**src/rtl/rv32i_pkg.sv**
```systemverilog
// rv32i_pkg: shared LSU types, funct3 width and the size-to-byte-mask helper.
package rv32i_pkg;
  localparam int FUNCT3_WIDTH = 3;
  typedef enum logic [1:0] {SZ_B = 2'b00, SZ_H = 2'b01, SZ_W = 2'b10, SZ_D = 2'b11} size_e;
  typedef enum logic [2:0] {IDLE, ISSUE0, WAIT0, ISSUE1, WAIT1, RESP} state_e;
  function automatic logic [7:0] size_mask(input size_e size);
    return size == SZ_B ? 8'h01 : size == SZ_H ? 8'h03 : size == SZ_W ? 8'h0f : 8'hff;
  endfunction
endpackage

```
**src/rtl/lsu_lane_shifter.sv**
```systemverilog
// lsu_lane_shifter: store lane shift/strobe for two beats and load extract with sign/zero extension.
module lsu_lane_shifter
  import rv32i_pkg::*;
#(
  parameter int XLEN = 32
) (
  input  logic [1:0]                 size,
  input  logic                       zext,
  input  logic [$clog2(XLEN/8)-1:0]  offset,
  input  logic [XLEN-1:0]            wdata,
  input  logic [XLEN-1:0]            rdata0,
  input  logic [XLEN-1:0]            rdata1,
  output logic [XLEN/8-1:0]          strb0,
  output logic [XLEN/8-1:0]          strb1,
  output logic [XLEN-1:0]            wdata0,
  output logic [XLEN-1:0]            wdata1,
  output logic [XLEN-1:0]            load
);
  localparam int STRB_W = XLEN/8;
  logic [2*STRB_W-1:0] strb;
  logic [2*XLEN-1:0] wshift;
  logic [XLEN-1:0] raw, pack;
  logic signed [XLEN-1:0] sext;
  logic [6:0] bits, shamt;
  always_comb begin
    strb = (2*STRB_W)'(size_mask(size_e'(size))) << offset;
    wshift = {{XLEN{1'b0}}, wdata} << {offset, 3'b000};
    raw = XLEN'({rdata1, rdata0} >> {offset, 3'b000});
    bits = 7'd8 << size;
    // push the access to the top, then shift back to fill the upper bits
    shamt = bits >= 7'(XLEN) ? 7'd0 : 7'(XLEN) - bits;
    pack = raw << shamt;
    sext = $signed(pack) >>> shamt;
    load = zext ? pack >> shamt : sext;
    {strb1, strb0} = strb;
    {wdata1, wdata0} = wshift;
  end
endmodule

```
**src/rtl/lsu_dat_align_unit.sv**
```systemverilog
// lsu_dat_align_unit: aligns core load/store requests onto an XLEN-wide strobed bus.
// Define LSU_MISALIGN_SPLIT_EN to split boundary-crossing accesses into two beats; otherwise misaligned accesses fault.
module lsu_dat_align_unit
  import rv32i_pkg::*;
#(
  parameter int XLEN = 32,
  parameter int ADDR_W = 32
) (
  input  logic                    i_clk,
  input  logic                    i_rst,
  input  logic                    i_req_valid,
  output logic                    o_req_ready,
  input  logic                    i_req_we,
  input  logic [FUNCT3_WIDTH-1:0] i_req_funct3,
  input  logic [ADDR_W-1:0]       i_req_addr,
  input  logic [XLEN-1:0]         i_req_wdata,
  output logic                    o_bus_valid,
  input  logic                    i_bus_ready,
  output logic                    o_bus_we,
  output logic [ADDR_W-1:0]       o_bus_addr,
  output logic [XLEN-1:0]         o_bus_wdata,
  output logic [XLEN/8-1:0]       o_bus_strb,
  input  logic                    i_bus_rvalid,
  input  logic [XLEN-1:0]         i_bus_rdata,
  output logic                    o_rsp_valid,
  output logic [XLEN-1:0]         o_rsp_rdata,
  output logic                    o_rsp_err
);
  localparam int STRB_W = XLEN/8;
  localparam int OFF_W = $clog2(STRB_W);
  state_e state, state_nx;
  logic [FUNCT3_WIDTH-1:0] funct3;
  logic we, req_err, err;
  logic [ADDR_W-1:0] addr, base;
  logic [XLEN-1:0] wdata, rd0, rd1, load, wdata0, wdata1;
  logic [STRB_W-1:0] strb0, strb1;

  function automatic logic bad_size(input logic [FUNCT3_WIDTH-1:0] f);
    return f[1:0] == SZ_D && (XLEN == 32 || f[2]);
  endfunction

`ifdef LSU_MISALIGN_SPLIT_EN
  logic cross;
  assign req_err = bad_size(i_req_funct3);
  assign err = bad_size(funct3);
  assign cross = ({1'b0, addr[OFF_W-1:0]} + (OFF_W+1)'(4'd1 << funct3[1:0])) > (OFF_W+1)'(STRB_W);
`else
  function automatic logic misaligned(input logic [1:0] size, input logic [OFF_W-1:0] off);
    return (off & OFF_W'((4'd1 << size) - 4'd1)) != '0;
  endfunction
  assign req_err = bad_size(i_req_funct3) || misaligned(i_req_funct3[1:0], i_req_addr[OFF_W-1:0]);
  assign err = bad_size(funct3) || misaligned(funct3[1:0], addr[OFF_W-1:0]);
`endif

  always_comb begin
    state_nx = state;
    case (state)
      IDLE:   if (i_req_valid) state_nx = req_err ? RESP : ISSUE0;
      ISSUE0: if (i_bus_ready) state_nx = WAIT0;
`ifdef LSU_MISALIGN_SPLIT_EN
      WAIT0:  if (i_bus_rvalid) state_nx = cross ? ISSUE1 : RESP;
      ISSUE1: if (i_bus_ready) state_nx = WAIT1;
      WAIT1:  if (i_bus_rvalid) state_nx = RESP;
`else
      WAIT0:  if (i_bus_rvalid) state_nx = RESP;
`endif
      RESP:   state_nx = IDLE;
      default: state_nx = IDLE;
    endcase
  end

  always_ff @(posedge i_clk or posedge i_rst)
    if (i_rst) begin
      state <= IDLE;
      funct3 <= '0;
      we <= 1'b0;
      addr <= '0;
      wdata <= '0;
      rd0 <= '0;
      rd1 <= '0;
    end else begin
      state <= state_nx;
      if (state == IDLE && i_req_valid) begin
        funct3 <= i_req_funct3;
        we <= i_req_we;
        addr <= i_req_addr;
        wdata <= i_req_wdata;
      end
      if (state == WAIT0 && i_bus_rvalid) rd0 <= i_bus_rdata;
      if (state == WAIT1 && i_bus_rvalid) rd1 <= i_bus_rdata;
    end

  lsu_lane_shifter #(.XLEN(XLEN)) u_shift (
    .size(funct3[1:0]),
    .zext(funct3[2]),
    .offset(addr[OFF_W-1:0]),
    .wdata(wdata),
    .rdata0(rd0),
    .rdata1(rd1),
    .strb0(strb0),
    .strb1(strb1),
    .wdata0(wdata0),
    .wdata1(wdata1),
    .load(load)
  );

  assign base = {addr[ADDR_W-1:OFF_W], {OFF_W{1'b0}}};
  assign o_req_ready = state == IDLE;
  assign o_bus_valid = state == ISSUE0 || state == ISSUE1;
  assign o_bus_we = we;
  assign o_bus_addr = state == ISSUE1 ? base + ADDR_W'(STRB_W) : base;
  assign o_bus_wdata = state == ISSUE1 ? wdata1 : wdata0;
  assign o_bus_strb = state == ISSUE1 ? strb1 : strb0;
  assign o_rsp_valid = state == RESP;
  assign o_rsp_err = state == RESP && err;
  assign o_rsp_rdata = (state == RESP && !we && !err) ? load : '0;
endmodule

```
**config.mk**
```make
export PLATFORM = sky130hd
export DESIGN_NAME = lsu_dat_align_unit
export DESIGN_NICKNAME = d
export VERILOG_FILES = /design/src/rtl/rv32i_pkg.sv /design/src/rtl/lsu_lane_shifter.sv /design/src/rtl/lsu_dat_align_unit.sv
export SDC_FILE = /design/constraint.sdc
export NUM_CORES = 1
export LEC_CHECK = 0
export CORE_ASPECT_RATIO = 0.9
export CORE_MARGIN = 4
export CORE_UTILIZATION = 53
export CTS_CLUSTER_DIAMETER = 30
export DETAILED_ROUTE_END_ITERATION = 8
export DONT_BUFFER_PORTS = 1
export GPL_TIMING_DRIVEN = 0
export PLACE_DENSITY = 0.73
export SETUP_SLACK_MARGIN = 0.1
export SLEW_MARGIN = 20
export SYNTH_ARGS = -nofsm -noshare
export SYNTH_HDL_FRONTEND = slang
export SYNTH_SLANG_ARGS = --single-unit
```
**constraint.sdc**
```tcl
create_clock -name i_clk -period 4.74 [get_ports i_clk]
set_input_delay 0.237 -clock i_clk [delete_from_list [all_inputs] [get_ports i_clk]]
set_output_delay 0.237 -clock i_clk [all_outputs]
set_load 0.03 [all_outputs]
```
Yosys cells after proc, flatten, opt, wreduce, memory -nomap -nowiden

Cells that the tools add are included.

$add $sub $neg: 4
Magnitude comparators: 1
Eq/ne operators: 12
Shift-type cells: 9
Mux-type cells: 14
Bitwise logic cells: 2
Reduce and logical (&&, ||, !) cells: 16

Operator list:

| kind                                                                                | number |
|---|---|
| 32-bit two-way mux                                                                  | 4 |
| 32-bit by 5-bit << shifter with 64-bit output                                       | 1 |
| 64-bit by 5-bit >> shifter with 32-bit output                                       | 1 |
| 32-bit by 3-bit adder with 32-bit output, second input constant                     | 1 |
| 32-bit by 7-bit << shifter with 32-bit output                                       | 1 |
| 32-bit by 7-bit >> shifter with 32-bit output                                       | 1 |
| 32-bit by 7-bit >>> shifter with 32-bit output                                      | 1 |
| 8-bit two-way mux                                                                   | 3 |
| 3-bit two-way mux                                                                   | 4 |
| 3-bit case mux with 3 select lines                                                  | 1 |
| 8-bit by 2-bit << shifter with 8-bit output                                         | 1 |
| 7-bit by 6-bit greater-or-equal comparator with 1-bit output, second input constant | 1 |
| 7-bit two-way mux                                                                   | 1 |
| 4-bit by 2-bit << shifter with 7-bit output, first input constant                   | 1 |
| 6-bit by 7-bit subtractor with 7-bit output, first input constant                   | 1 |
| 2-bit == test, second input constant                                                | 3 |
| 3-bit by 2-bit == test with 1-bit output, second input constant                     | 2 |
| 3-bit == test, second input constant                                                | 2 |
| 1-bit logical AND                                                                   | 6 |
| 2-bit != test, second input constant                                                | 3 |
| 2-bit AND                                                                           | 2 |
| 4-bit two-way mux                                                                   | 1 |
| 2-bit nonzero test                                                                  | 2 |
| 1-bit by 2-bit << shifter with 2-bit output, first input constant                   | 2 |
| 8 further kinds                                                                     | 12 |

Bits in registers: 135
Input bits: 105
Output and inout bits: 105
Logic and storage cells: 65

Logic depth before layout (Yosys ltp)

Gate-level depths: netlist of run 1.

Depth in word-level cells: 8
Gate-level depth with buffers: 10
Gate-level depth less buffers: 7

Modules after synthesis

A second synthesis of run 1 with hierarchy kept.

Cells, all modules: 855
Area total of the unflattened synthesis: 8,565.7 µm²

Modules (own cells, without submodules):

| module             | times used | cells an instance | area each (µm²) | sequential area each (µm²) |
|---|---|---|---|---|
| lsu_dat_align_unit | 1          | 569               | 6,470.0         | 3,378.2 |
| lsu_lane_shifter   | 1          | 286               | 2,095.8         | 0.0 |

Least setup slack after synthesis of run 1

No wires, ideal clock.

Path type: register to output
From: register funct3[1]
To: output o_rsp_rdata[28]
Arrival: 2.953 ns
Data required time: 4.503 ns
Path slack: 1.550 ns
Cell stages (with the launch flop): 10
Buffers on the path: 3
Path through: dfrtp_1 clkbuf_1 clkbuf_1 nand2b_1 ha_1 buf_2 nand2b_1 a2111oi_2 nand3_1 a221oi_1

Word-level cells in the longest chain between the ends: 8
Elaborated cells between the ends (all ways): 17
Classes of those cells: add/sub: 2; order compare: 1; eq/ne: 1; shift: 5; mux: 3; bitwise: 1; reduce/logical: 4

RTL lines:

| item                                                                                                | line                      | text |
|---|---|---|
| start, declared                                                                                     | lsu_dat_align_unit.sv:32  | `logic [FUNCT3_WIDTH-1:0] funct3;` |
| start signal, assigned                                                                              | lsu_dat_align_unit.sv:84  | `funct3 <= i_req_funct3;` |
| parallel branches: the longest is 7 deep, another holds 6-bit by 7-bit subtractor with 7-bit output | --                        |  |
| 32-bit two-way mux (*)                                                                              | lsu_dat_align_unit.sv:116 | `assign o_rsp_rdata = (state == RESP && !we && !err) ? load : '0;` |
| end, declared                                                                                       | lsu_dat_align_unit.sv:26  | `output logic [XLEN-1:0] o_rsp_rdata,` |

Mark *: on every way between the ends.

Worst setup path after layout of run 1

Ends and elaborated chain as after synthesis.

==> results.cfg, run 1 <==
[clock_network]
clock_latency_ns = 0.42
cts_root_buffer = clkbuf_16
cts_buffers = 17
cts_tree = yes
clkTransAtPathRegs_ns = 0.06
cts_max_level = 4
cts.sinks = 127
clock_path_buffers = 2
post_cts_buffers = 0
cts_resized = 0
ctsHoldBuffers = 102

[sta]
finalWorstSetupSlack_ns = 0.2304
setup_tns_ns = 0
fin_crit_sh_pct = 95.14
rsz0062_at_grt = false
final.min_clock_period_ns = 4.510
maxSlewViolCount = 0
setup_viol = 0
skew_ns = 0.005763
hold_violations = 0
max_freq_ghz = 0.2217
tightest_slew_ns = 1.168
relSlewSlack_pct = 21.50
fin_hold_ws_ns = 0.03018

[grt]
antenna_found_initial = 0
track_usage_pct = 29.86
grt_pass1_vias = 6827
grt-ovfl-total = 0
grt_max_degree = 67
grt_pass1_wl_mm = 38.12

[setup_path]
crit_path_end_kind = primary output
path_max_fanout = 10
cp.required_ns = 4.50
cp-start-kind = flop
cp.arrival_ns = 4.27
path_class = flop to primary output

[yosys]
synth-edff-count = 0
synth_flop_cell = dfrtp_1
netlist_area_um2 = 7805
synth.most_common_cell = mux2_2
async_flop_share_pct = 100.0
yosysSeqAreaShare_pct = 40.72
synth_largest_area_cell = dfrtp_1
synth_area_leaders = dfrtp_1 41%, mux2_2 20%, mux4_2 5.8%, mux2i_1 2.9%, nor2_1 2.0%
yosysWarnings = 0
yosys_register_bits = 127
syn_area_per_cell_um2 = 10.98
ys_types = 61
synthTopCellsByCount = 136 x mux2_2, 127 x dfrtp_1, 42 x nor2_1
syn_inst = 711
yosys.area.top_type_share_pct = 40.72

[route]
dr.pass1.iters = 6
top_layer = met4
totalWireLength_mm = 24.67
ant_nets = 0
wl_met3_mm = 2.336
wl_per_cell_um = 23.67
wl_met2_mm = 12.23
drt_iter0_drc = 573
vias_per_cell = 6.252
vias = 6515
route.detailed.drc = 0
met1_length_mm = 9.363

[finish]
fin_util_pct = 69.04
regArea_um2 = 3178
nFillCells = 1037
final_area_um2 = 9811
drive_gt1_share_pct = 29.04
final_nets = 941
syn_to_final_growth_pct = 25.70
multi_input_area_um2 = 4273

[placed_design]
postPlaceCellArea_um2 = 8089
place_ws_ns = 0.7948
dp_hpwl_mm = 17.10
io_buffers = 0
place_congestion = 0.9898

[floorplan]
start_util_pct = 54.93
placementRows = 41
coreArea_um2 = 14210
die_x_um = 135.9
die_h_um = 123.1
io_pins = 210
die_area_um2 = 16730

[job]
drv_cap = 0

[outcome]
outcome = completed

[pwr]
p_leak_nw = 3.983
vdd_drop_max_uv = 532.5
power_density_nw_per_um2 = 825.9

[min_path]
hold_path_class = input pin to flop
[power breakdown]
group | switching (mW) | internal (mW) | total [mW]
combinational | 2.76 | 1.67 | 4.42
clock | 0.509 | 1.02 | 1.53
sequential | 0.514 | 1.64 | 2.15
total | 3.78 | 4.32 | 8.10
[critical path: stages, from the launching register on]
cell and delay, ns:
dfrtp_1 0.45, clkbuf_1 0.41, clkbuf_1 0.43, nand2b_1 0.17, ha_1 0.24, buf_2 0.19, nand2b_1 0.26, a2111oi_2 0.38
nand3_1 0.29, a221oi_1 1.03
[cells by family (layout without fill, tap and decap cells)]
family                     Yosys count  count (layout)  synth area share [%]
and+or+nand+nor                    184             184                 12.62
muxes                              183             183                 28.92
DFF                                127             127                 40.72
AOI/OAI and AO/OA                  109             109                 9.074
buffers and inverters               74             209                 4.793
xor gates and xnor gates            30              30                 3.366
adders and majority gates            3               3                0.4648
other                                1               4               0.04805
[per-stage QoR]
stage | cells | power (mW)
after floorplan | 712 | 5.515
after global placement | 905 | 6.234
after detailed placement | 906 | 6.401
after CTS | 1040 | 8.031
after global routing | 1040 | 8.513
final | 1042 | 8.102
[metal layers]
layer / vias up / global-route usage [%]
li1: 2851 / -
met1: 3222 / 36.15
met2: 376 / 49.44
met3: 66 / 9.886
met4: 0 / 12.34
met5: - / 0
[flip-flops by register name, summed over array words and instances, names as in the netlist]
| signal | flops |
|---|---|
| addr | 32 |
| rd1 | 24 |
| o_bus_we | 1 |
| wdata | 32 |
| state | 3 |
| rd0 | 32 |
| funct3 | 3 |
[final timing paths]
| path | cells after the start | startpoint | to | slack [ns] |
|---|---|---|---|---|
| worst max register to register | 6 | state[1]$_DFFE_PP0P_ | funct3[2]$_DFFE_PP0P_ | 1.88 |
| worst min register to register | 1 | rd0[8]$_DFFE_PP0P_ | rd0[8]$_DFFE_PP0P_ | 0.51 |
| max in group asynchronous | 3 | i_rst | addr[20]$_DFFE_PP0P_ | 3.63 |
| worst min-delay path | 2 | i_bus_rvalid | state[0]$_DFFE_PP0P_ | 0.03 |
| worst max-delay path | 9 | funct3[1]$_DFFE_PP0P_ | o_rsp_rdata[28] | 0.23 |
| min in group asynchronous | 2 | i_rst | rd0[5]$_DFFE_PP0P_ | 0.38 |
[placed cells by master, fill, tap and decap left out, types with 17 or more instances in the layout]
master	instances
dfrtp_1	127
dlygate4sd3_1	102
nand3_1	27
mux2i_1	23
xor2_1	17
mux2_2	136
buf_2	24
o21ai_0	21
clkbuf_16	17
a21oi_1	30
nor2_1	42
mux4_2	20
nand2_1	38
[area by class of cell]
cell class	count	area share, %
inverters	14	0.5867
well taps	193	2.461
clock buffers	19	4.617
diodes	2	0.05101
multi-input cells	511	43.55
plain buffers	60	3.278
repair buffers	103	10.69
flip-flops and latches	127	32.39
clock inverters	13	2.372
No activity file was read; power rests on OpenSTA's default activity.
==> inputs of run 2 (changes only) <==
--- a/config.mk
+++ b/config.mk
@@ -17,4 +17,5 @@
 export SLEW_MARGIN = 20
 export SYNTH_ARGS = -nofsm -noshare
 export SYNTH_HDL_FRONTEND = slang
+export SYNTH_HIERARCHICAL = 1
 export SYNTH_SLANG_ARGS = --single-unit
==> constraint.sdc (replaced) <==
create_clock -name i_clk -period 5.7 [get_ports i_clk]
set_input_delay 0.285 -clock i_clk [delete_from_list [all_inputs] [get_ports i_clk]]
set_output_delay 0.285 -clock i_clk [all_outputs]
set_load 0.03 [all_outputs]
==> results.cfg, run 2 <==
[outcome]
outcome = completed

[setup_path]
path_max_fanout = 10
reg2reg_from = state[1]$_DFFE_PP0P_
crit_path_end_kind = primary output
path_class = flop to primary output
crit_start = funct3[1]$_DFFE_PP0P_
crit_slowest_cell = nor3_1
critPathMaxStageDelay_ns = 0.69
cp_cell_sequence = clkbuf_1, nor2_1, inv_1, ha_1, inv_1, nor3_1, o21ai_0, and2_1
cp-start-kind = flop
cp.required_ns = 5.41
cp.arrival_ns = 3.28
cp_common_cell = inv_1

[floorplan]
io_pins = 210
coreArea_um2 = 15390
die_area_um2 = 17680
die_x_um = 139.7
start_util_pct = 53.78
placementRows = 43
die_h_um = 126.5

[pwr]
power_density_nw_per_um2 = 690.4
switchingPower_mw = 3.298
internal_power_mw = 3.379
p_leak_nw = 4.286
p_comb_share_pct = 57.3
power.total_mw = 6.677
vdd_drop_max_uv = 334.0
swShare_pct = 49.40
clkPwrFrac_pct = 15.2
seqPwrFrac_pct = 27.4

[finish]
reg_top3 = addr: 32 flops, rd0: 32 flops, wdata: 32 flops
finalNonFillerCells = 1135
syn_to_final_growth_pct = 16.87
mostFrequentLayoutCells = 153 x nand2_1, 128 x mux2_2, 127 x dfrtp_1
fin_util_pct = 62.86
final_nets = 1027
final_common_cell = nand2_1
drive_gt1_share_pct = 25.54
nFillCells = 1310
final_area_um2 = 9672

[clock_network]
cts.sinks = 127
clkTransAtPathRegs_ns = 0.06
clock_path_buffers = 2
cts_resized = 0
cts_root_buffer = clkbuf_16
cts_buffers = 17
cts_tree = yes
clock_latency_ns = 0.43
cts_max_level = 4

[sta]
maxSlewViolCount = 0
final.min_clock_period_ns = 3.567
setup_viol = 0
rsz0062_at_grt = false
skew_ns = 0.01268
hold_violations = 0
tightest_slew_ns = 0.9983
max_freq_ghz = 0.2803
relSlewSlack_pct = 32.94
setup_tns_ns = 0
fin_crit_sh_pct = 62.58

[grt]
grt_pass1_vias = 6825
gr-max-usage-layer = met2
track_usage_pct = 27.38
antenna_found_initial = 1
use_met3_pct = 9.536
grt-ovfl-total = 0
grt_max_degree = 71
grt_pass1_wl_mm = 37.92
use_met2_pct = 41.92
grt_use_met1_pct = 36.36

[route]
vias = 6787
route.detailed.drc = 0
wl_per_cell_um = 21.56
totalWireLength_mm = 24.48
dr.pass1.iters = 4
drt_iter0_drc = 486
vias_per_cell = 5.980
ant_nets = 0

[min_path]
min-delay-start = i_req_addr[17]
hold_path_class = input pin to flop

[placed_design]
place_congestion = 0.9053
post-place-cells = 1050
dp_hpwl_mm = 17.00
postPlaceCellArea_um2 = 8593
io_buffers = 0

[yosys]
yosysWarnings = 6
netlist_area_um2 = 8275
syn_inst = 839
syn_area_per_cell_um2 = 9.863

[job]
drv_cap = 0
==> run 2: power by group through the flow <==
| stage | Sequential (mW) | Clock [mW] | Combinational, mW |
|---|---|---|---|
| 3_3_place_gp | 1.81 | 0 | 3.69 |
| 4_1_cts | 1.82 | 1.03 | 3.78 |
| 6_report | 1.83 | 1.02 | 3.83 |
| 5_1_grt | 1.89 | 1.07 | 4.10 |
| 3_5_place_dp | 1.83 | 0 | 3.74 |
| 2_1_floorplan | 1.67 | 0 | 3.10 |
==> run 2: area by class of cell <==
type | count | area (µm²) | area share, %
Sequential cell | 127 | 3178 | 32.86
Inverter | 17 | 71.32 | 0.7374
Multi-Input combinational cell | 637 | 4653 | 48.11
Buffer | 66 | 410.4 | 4.243
Tap cell | 202 | 252.7 | 2.613
Timing Repair Buffer | 54 | 558.0 | 5.770
Antenna cell | 1 | 2.502 | 0.02587
Clock inverter | 13 | 106.4 | 1.100
Clock buffer | 18 | 439.2 | 4.541
==> run 2: repair_timing <==
item | 4_1_cts | 5_1_grt
buffers inserted | 0 | 0
hold endpoints to repair | 103 | 9
hold buffers | 44 | 9
==> run 2: layer usage <==
metal  vias up  wire length, µm
li1       3048                -
met3        62             2473
met5         -                0
met4         0              643
met1      3305            10090
met2       372            11270
==> run 2: worst max-delay path, delay by kind of cell (launching register included) <==
family          cells  cell delay [ns]
simple gates        3             1.23
buf+inv             3             0.49
flops               1             0.45
fa+ha+maj           1             0.43
compound gates      1             0.27
==> run 2: metrics by stage <==
stage	hold slack (ns)	worst slack [ns]
finish	0.009995	2.133
global route	0.00005612	1.981
CTS	0.0002550	2.200
detailed placement	0.1998	2.661
global placement	0.4039	0.5059
floorplan	0.4018	2.031
==> run 2: final timing paths <==
check | endpoint | slack [ns] | depth (start not counted)
worst max-delay path | o_rsp_rdata[9] | 2.13 | 8
worst min-delay path | addr[17]$_DFFE_PP0P_ | 0.01 | 1
worst max register to register | wdata[19]$_DFFE_PP0P_ | 3.17 | 6
worst min register to register | rd0[4]$_DFFE_PP0P_ | 0.51 | 1
max in group asynchronous | wdata[19]$_DFFE_PP0P_ | 4.62 | 3
min in group asynchronous | rd1[22]$_DFFE_PP0P_ | 0.38 | 2
==> inputs of run 3 (changes only) <==
--- a/config.mk
+++ b/config.mk
@@ -12,7 +12,7 @@
 export DETAILED_ROUTE_END_ITERATION = 8
 export DONT_BUFFER_PORTS = 1
 export GPL_TIMING_DRIVEN = 0
-export PLACE_DENSITY = 0.73
+export PLACE_DENSITY = 0.76
 export SETUP_SLACK_MARGIN = 0.1
 export SLEW_MARGIN = 20
 export SYNTH_ARGS = -nofsm -noshare
==> constraint.sdc (replaced) <==
create_clock -name i_clk -period 3.2 [get_ports i_clk]
set_input_delay 0.16 -clock i_clk [delete_from_list [all_inputs] [get_ports i_clk]]
set_output_delay 0.16 -clock i_clk [all_outputs]
set_load 0.03 [all_outputs]
==> results.cfg, run 3 (synthesized netlist as in run 2, its figures left out) <==
[outcome]
outcome = completed

[setup_path]
crit_path_end_kind = primary output
cp.arrival_ns = 2.86
reg2reg_from = state[1]$_DFFE_PP0P_
r2r_slack_ns = 0.63
path_class = flop to primary output
cp-start-kind = flop
path_max_fanout = 10
rr_endpoint = wdata[21]$_DFFE_PP0P_
reg2reg_depth = 6
cp.required_ns = 3.04

[finish]
finalNonFillerCells = 1188
diodes = 0
final_common_cell = nand2_1
nFillCells = 1147
syn_to_final_growth_pct = 24.81
mostFrequentLayoutCells = 153 x nand2_1, 128 x mux2_2, 126 x dfrtp_1
final_nets = 1080
reg_top3 = addr: 32 flops, rd0: 32 flops, wdata: 32 flops
drive_gt1_share_pct = 25.86

[sta]
hold_violations = 0
setup_viol = 0
final.min_clock_period_ns = 3.020
skew_ns = 0.01289
tightest_slew_ns = 1.011
maxSlewViolCount = 0
relSlewSlack_pct = 32.07
fin_crit_sh_pct = 94.37
setup_tns_ns = 0
max_freq_ghz = 0.3311
rsz0062_at_grt = true

[pwr]
switchingPower_mw = 5.971
p_comb_share_pct = 57.2
vdd_drop_max_uv = 623.1
seqPwrFrac_pct = 26.8
power.total_mw = 12.25
clkPwrFrac_pct = 16.0
swShare_pct = 48.76
internal_power_mw = 6.275
p_leak_nw = 4.550
power_density_nw_per_um2 = 1186

[grt]
grt-ovfl-total = 0
antenna_found_initial = 0
track_usage_pct = 28.73
grt_max_degree = 34
grt_pass1_wl_mm = 39.97
grt_pass1_vias = 7172

[clock_network]
clkTransAtPathRegs_ns = 0.06
clock_latency_ns = 0.42
cts_max_level = 4
cts_root_buffer = clkbuf_16
cts_tree = yes
post_cts_buffers = 0
cts_buffers = 17
clock_path_buffers = 2
cts.sinks = 127

[route]
route.detailed.drc = 0
dr.pass1.iters = 5
wl_per_cell_um = 21.48
vias = 7065
drt_iter0_drc = 661
ant_nets = 0
totalWireLength_mm = 25.52
vias_per_cell = 5.947

[job]
drv_cap = 0

[floorplan]
placementRows = 43
start_util_pct = 53.78
coreArea_um2 = 15390
die_h_um = 126.5
die_area_um2 = 17680
die_x_um = 139.7
io_pins = 210

[min_path]
hold_path_end = state[1]$_DFFE_PP0P_
min_path_cells = 4
hold_path_class = input pin to flop
min-delay-start = i_bus_ready

[placed_design]
post-place-cells = 1053
io_buffers = 0
dp_hpwl_mm = 17.19
place_congestion = 0.8833
run 3: worst max-delay path, stage by stage, from the launching register on:
cell and delay, ns:
dfrtp_2 0.45, clkbuf_4 0.21, nor2_2 0.18, inv_1 0.12, ha_4 0.32, nor2b_1 0.07, a2111oi_2 0.41, nand3_2 0.23
o21ai_0 0.18, and2_4 0.26
run 3: repair_timing:
item,4_1_cts,5_1_grt
endpoints found under the hold margin,148,0
resized for setup,11,16
pin swaps,1,1
setup endpoints to repair,20,26
hold buffers,103,0
run 3: power groups by stage:
stage	Clock (mW)	Combinational (mW)	Sequential, mW
2_1_floorplan	0	5.53	2.98
3_3_place_gp	0	6.56	3.21
3_5_place_dp	0	6.67	3.25
4_1_cts	1.99	6.85	3.24
5_1_grt	2.06	7.47	3.41
6_report	1.96	7.00	3.29
run 3: metrics by stage:
stage	setup WS (ns)	cell area (µm²)	hold WS, ns	utilization, %
3_5_place_dp	0.3334	8650	0.1284	56.21
4_1_cts	0.1077	10300	0.003650	66.93
6_report	0.1801	10330	0.02255	67.12
3_3_place_gp	0.3511	8562	0.2823	55.64
5_1_grt	0.09800	10330	0.04634	67.12
2_1_floorplan	0.8284	8309	0.2768	-
run 3: worst max path at each step:
stage	startpoint	to	slack, ns
2_1_floorplan	funct3[1]$_DFFE_PP0P_	o_rsp_rdata[24]	0.83
3_3_place_gp	funct3[1]$_DFFE_PP0P_	o_rsp_rdata[9]	0.35
3_5_place_dp	funct3[1]$_DFFE_PP0P_	o_rsp_rdata[9]	0.33
4_1_cts	funct3[1]$_DFFE_PP0P_	o_rsp_rdata[26]	0.11
5_1_grt	funct3[1]$_DFFE_PP0P_	o_rsp_rdata[31]	0.1
6_report	funct3[0]$_DFFE_PP0P_	o_rsp_rdata[27]	0.18
run 3: routing by layer:
metal	vias up	track usage, %	wire length (µm)
li1	3166	-	-
met1	3424	38.20	10460
met2	417	46.48	12070
met3	58	6.973	2357
met4	0	9.687	631
met5	-	0	0
run 3: layout make-up:
cell class | count | area, µm² | share of cell area [%]
Multi-Input combinational cell | 637 | 4696 | 45.46
Sequential cell | 127 | 3179 | 30.78
Timing Repair Buffer | 107 | 1119 | 10.83
Clock buffer | 19 | 442.9 | 4.288
Buffer | 66 | 416.7 | 4.034
Tap cell | 202 | 252.7 | 2.447
Clock inverter | 13 | 155.1 | 1.502
Inverter | 17 | 67.56 | 0.6541
